==> config.mk <==
export PLATFORM = sky130hd
export DESIGN_NAME = rv32i_hazard_unit
export DESIGN_NICKNAME = d
export VERILOG_FILES = /design/src/rtl/rv32i_hazard_unit.sv
export SDC_FILE = /design/constraint.sdc
export NUM_CORES = 1
export LEC_CHECK = 0
export ABC_AREA = 1
export CAP_MARGIN = 10
export CORE_AREA = 2 2 123 125
export CTS_BUF_LIST = sky130_fd_sc_hd__clkbuf_16
export DETAILED_ROUTE_END_ITERATION = 10
export DIE_AREA = 0 0 125 127
export PLACE_DENSITY = 0.77
export SKIP_LAST_GASP = 1
export SLEW_MARGIN = 20
export SYNTH_ARGS = -nofsm -noshare
export SYNTH_HDL_FRONTEND = slang
export SYNTH_SLANG_ARGS = --single-unit
==> constraint.sdc <==
create_clock -name clk -period 1.3 [get_ports clk]
set_input_delay 0.195 -clock clk [delete_from_list [all_inputs] [get_ports clk]]
set_output_delay 0.195 -clock clk [all_outputs]
set_load 0.03 [all_outputs]
==> src/rtl/rv32i_hazard_unit.sv <==
// Scoreboard-based hazard detection and operand forwarding for the RV32I pipeline.
// Optional performance counters are enabled with `define RV32I_HAZ_PERF_CNT_EN.
module rv32i_hazard_unit #(
    parameter int XLEN       = 32,
    parameter int NSRC       = 2,
    parameter int DEPTH      = 3,
    parameter int LOAD_STAGE = 2,
    parameter int SELW       = $clog2(DEPTH + 2)
) (
    input  logic                   clk,
    input  logic                   reset_n,
    input  logic                   id_valid,
    input  logic [NSRC*5-1:0]      id_rs,
    input  logic [NSRC-1:0]        id_rs_used,
    input  logic [4:0]             id_rd,
    input  logic                   id_regwrite,
    input  logic                   id_memtoreg,
    input  logic                   flush,
    input  logic [DEPTH*XLEN-1:0]  st_data,
    input  logic [NSRC*XLEN-1:0]   exe_rf_data,
    output logic                   stall,
    output logic [NSRC*XLEN-1:0]   exe_op,
    output logic [NSRC*SELW-1:0]   exe_fwd_sel,
    output logic [31:0]            stall_cnt,
    output logic [31:0]            fwd_cnt
);

    logic [DEPTH-1:0] sb_valid_q;
    logic [DEPTH-1:0] sb_wr_q;
    logic [DEPTH-1:0] sb_ld_q;
    logic [4:0]       sb_rd_q [DEPTH];

    logic [NSRC-1:0]  hazard;
    logic [SELW-1:0]  sel_d [NSRC];
    logic [SELW-1:0]  sel_q [NSRC];
    logic [XLEN-1:0]  retire_q;
    logic             issue;
    logic             load_sel;

    // EXE has no result yet, so stage 0 data is never a forwarding source.
    logic unused_st0;
    assign unused_st0 = ^st_data[XLEN-1:0];

    assign load_sel = ~stall & ~flush;
    assign issue    = id_valid & load_sel;
    assign stall    = (|hazard) & id_valid & ~flush;

    // Scanning oldest to youngest lets the youngest producer overwrite older matches.
    always_comb begin
        for (int i = 0; i < NSRC; i++) begin
            hazard[i] = 1'b0;
            sel_d[i]  = '0;
            for (int k = DEPTH - 1; k >= 0; k--) begin
                if (id_rs_used[i] && (id_rs[5*i +: 5] != 5'd0) && sb_valid_q[k] &&
                    sb_wr_q[k] && (sb_rd_q[k] == id_rs[5*i +: 5])) begin
                    hazard[i] = (k + 1) < (sb_ld_q[k] ? LOAD_STAGE : 1);
                    sel_d[i]  = (k == DEPTH - 1) ? SELW'(DEPTH + 1) : SELW'(k + 1);
                end
            end
        end
    end

    always_ff @(posedge clk) begin
        if (!reset_n) begin
            sb_valid_q <= '0;
            sb_wr_q    <= '0;
            sb_ld_q    <= '0;
            for (int k = 0; k < DEPTH; k++) sb_rd_q[k] <= 5'd0;
        end else begin
            for (int k = DEPTH - 1; k > 0; k--) begin
                sb_valid_q[k] <= sb_valid_q[k-1];
                sb_wr_q[k]    <= sb_wr_q[k-1];
                sb_ld_q[k]    <= sb_ld_q[k-1];
                sb_rd_q[k]    <= sb_rd_q[k-1];
            end
            sb_valid_q[0] <= issue;
            sb_wr_q[0]    <= issue & id_regwrite;
            sb_ld_q[0]    <= issue & id_memtoreg;
            sb_rd_q[0]    <= issue ? id_rd : 5'd0;
        end
    end

    // The retire latch stands in for the register file during the WB write cycle.
    always_ff @(posedge clk) begin
        if (!reset_n) begin
            retire_q <= '0;
            for (int i = 0; i < NSRC; i++) sel_q[i] <= '0;
        end else begin
            retire_q <= st_data[(DEPTH-1)*XLEN +: XLEN];
            for (int i = 0; i < NSRC; i++) sel_q[i] <= load_sel ? sel_d[i] : '0;
        end
    end

    always_comb begin
        exe_op = exe_rf_data;
        for (int i = 0; i < NSRC; i++) begin
            for (int j = 1; j < DEPTH; j++) begin
                if (sel_q[i] == SELW'(j)) exe_op[i*XLEN +: XLEN] = st_data[j*XLEN +: XLEN];
            end
            if (sel_q[i] == SELW'(DEPTH + 1)) exe_op[i*XLEN +: XLEN] = retire_q;
        end
    end

    for (genvar g = 0; g < NSRC; g++) begin : g_sel_out
        assign exe_fwd_sel[g*SELW +: SELW] = sel_q[g];
    end

`ifdef RV32I_HAZ_PERF_CNT_EN
    logic [31:0] stall_cnt_q;
    logic [31:0] fwd_cnt_q;
    logic [31:0] fwd_inc;

    always_comb begin
        fwd_inc = 32'd0;
        for (int i = 0; i < NSRC; i++) begin
            if (sel_d[i] != '0) fwd_inc = fwd_inc + 32'd1;
        end
    end

    always_ff @(posedge clk) begin
        if (!reset_n) begin
            stall_cnt_q <= 32'd0;
            fwd_cnt_q   <= 32'd0;
        end else begin
            if (stall)    stall_cnt_q <= stall_cnt_q + 32'd1;
            if (load_sel) fwd_cnt_q   <= fwd_cnt_q + fwd_inc;
        end
    end

    assign stall_cnt = stall_cnt_q;
    assign fwd_cnt   = fwd_cnt_q;
`else
    assign stall_cnt = 32'd0;
    assign fwd_cnt   = 32'd0;
`endif

endmodule

==> results <==
==> registers in the layout (all words and copies together), names as in the netlist <==
name,count
sb_rd_q,15
sel_q,6
sb_wr_q,3
retire_q,32
sb_valid_q,3
sb_ld_q,1
==> cells by family (layout without fill, tap and decap cells) <==
group / count (synthesis) / after routing
other cells: 1 / 64
flops: 60 / 60
simple gates: 332 / 332
xor+xnor: 10 / 10
buf+inv: 218 / 493
compound gates: 141 / 141
==> layout by cell type, fill, tap and decap left out, types with 9 or more instances in the layout <==
master           instances
buf_6                   86
o211ai_2                 9
clkdlybuf4s50_1        140
buf_12                  26
buf_8                   12
buf_4                   77
nand2_1                197
conb_1                  64
nand3_1                  9
inv_1                   96
dfxtp_1                 47
a31oi_4                 64
nand2_2                 20
inv_2                   14
o211ai_1                54
clkbuf_16               13
nor2_1                  83
==> metrics by stage <==
stage | hold slack [ps] | TNS [ps] | utilization (%) | worst slack, ps
3_5_place_dp | 415 | -37880 | 59.5 | -694
6_report | 305 | -47820 | 69.5 | -784
4_1_cts | 309 | -46820 | 67.3 | -752
2_1_floorplan | 288 | -14360 | - | -247
3_3_place_gp | 411 | -36190 | 59.5 | -666
5_1_grt | 344 | -54100 | 69.5 | -823
==> per-layer routing <==
metal	wire length, um	GRT usage [%]
met3	1610	5.82
met1	8230	27.6
met2	11700	46.3
met4	937	10.8
met5	0	0
==> where the power goes <==
group          internal, mW  total (mW)  switching [mW]
clock network          1.32        2.32            1.00
logic                 0.928        1.89           0.963
registers              1.90        1.94          0.0439
total                  4.14        6.15            2.01
==> cells in the mapped netlist (5+ instances only) <==
master | instances | area share (%)
a21oi_1 | 9 | 0.96
a31oi_1 | 64 | 8.5
buf_2 | 23 | 2.4
buf_4 | 64 | 10
clkbuf_1 | 17 | 1.4
dfxtp_1 | 60 | 26
inv_1 | 100 | 8.0
inv_2 | 13 | 1.0
nand2_1 | 216 | 17
nand3_1 | 14 | 1.5
nor2_1 | 92 | 7.3
o211ai_1 | 54 | 8.6
o211ai_2 | 10 | 2.7
xnor2_1 | 5 | 0.93
xor2_1 | 5 | 0.93
==> cell type report <==
class                   instances  area [sq um]
flip-flops and latches         60          1230
inverters                     113           432
clock inverters                 7          57.6
multi-input cells             547          3780
repair buffers                364          4070
clock buffers                   9           225
well taps                     184           230
fillers                      1067          4400
==> final timing paths <==
kind / from / endpoint
worst max-delay path: sel_q[0][0] / exe_op[12]
worst min-delay path: reset_n / sb_valid_q[0]
worst max register to register: sb_wr_q[0] / sel_q[0][1]
worst min register to register: sb_wr_q[1] / sb_wr_q[2]
==> worst register-to-register path, cell delays in order, from the launching register on <==
cell	delay, ps
dfxtp_2	330
nand2_2	70
a21oi_2	100
nand2_1	70
nor2_2	130
nand3_2	100
buf_4	150
buf_6	110
buf_6	100
buf_6	100
buf_6	110
nand3_2	70
nor2_1	40
==> what timing repair did <==
action                     CTS  global route
gates resized for setup    193            72
pin swaps                   67            57
setup endpoints to repair   79            79
setup buffers               29             2
gates cloned                 6             5
==> results.ini <==
[sta]
layout_setup_ws_ps = -784
final.setup_skew_ps = 8.15
slew_viol_final = 0
fin_crit_sh_pct = 160
hold_viol_final = 0
fmax_ghz = 0.480
rsz0062_at_grt = true
min_period_ps = 2080
setup_violations = 79

[routing]
drtPass1Iterations = 6
wire_per_inst_um = 17.5
vias_per_cell = 5.02
vias = 6450
drt_iter0_drc = 396
wirelength_um = 22500
drc = 0
ant_nets = 0

[critical_path]
cp-end-kind = output pin
crit_required_ps = 1110
r2r_cells = 12
slowest_stage = dfxtp_4
cp_top_family = buffers and inverters
rrSetupSlack_ps = -300
start_kind = flip-flop
cp_max_fo = 6
worstPathArrival_ps = 1890
crit_top_cell = buf_12
critPathKind = reg2out
critPathMaxStageDelay_ps = 380
worst-path-buf-inv = 5
critical_path_depth = 9
crit_chain = inv_4, nor3_4, buf_12, buf_12, buf_12, nand2_2, o211ai_1, a31oi_4, buf_12

[clock_network]
cts-root-buf = clkbuf_16
insertion_delay_ps = 340
cts_tree = yes
h-tree-depth = 3
cts_max_path_buffers = 2
clk_pin_slew_worst_paths_ps = 60
cts_hold_buf = 0
cts.sinks = 60
cts_inserted_buffers = 9

[place]
dpl.hpwl_um = 15000
placed_area_sq_mm = 0.00858
dp_cells = 1229
routabilityCongestion = 0.909
portBuffers = 221

[yosys]
yosysWarnings = 0
async_reset_ff_share_pct = 0
avgSynthCellArea_sq_um = 6.17
synth_top_family_by_area = simple AND/OR/NAND/NOR gates
synth_xor_area_share_pct = 1.86
synth.distinct_cells = 27
synthCells = 762
synth_edf_count = 0
synth-main-ff-cell = dfxtp_1
ys_seq_area_share_pct = 25.6
synthSimpleGateAreaFrac_pct = 28.1
synth-seq-cells = 60
synthAdderAreaFrac_pct = 0
synthMuxAreaShare_pct = 0
netlist_area_sq_mm = 0.00470
synth_compound_area_share_pct = 21.3

[finish]
stdcell_area_sq_mm = 0.0100
final-instance-count-excl-fill = 1284
antenna_cells = 0
layout.nets = 1278
area_growth_pct = 113
drive_gt1_share_pct = 34.3

[die]
dieArea_sq_mm = 0.0159
fp.dieW_um = 125
start_util_pct = 32.6
boundaryPins = 318
core_sq_mm = 0.0144
rows = 44
die_y_um = 127

[grt]
grt_max_degree = 33
antenna_found_initial = 0
grt_pass1_vias = 6202
globalRouteTotalUtil_pct = 25.1
grt_pass1_wl_um = 31800
overflow = 0

[pwr]
max-vdd-ir-drop_mv = 0.665
p_leak_nw = 4.49
cellPowerDensity_mw_per_mm2 = 614
total_power_mw = 6.15

[flow_run]
maxCapViolCount = 0

[outcome]
violations = setup timing
status = complete, but fails checks

[worst_hold_path]
min_path_cells = 5
hold_class = in2reg

Power figures use the tool's default switching activity.
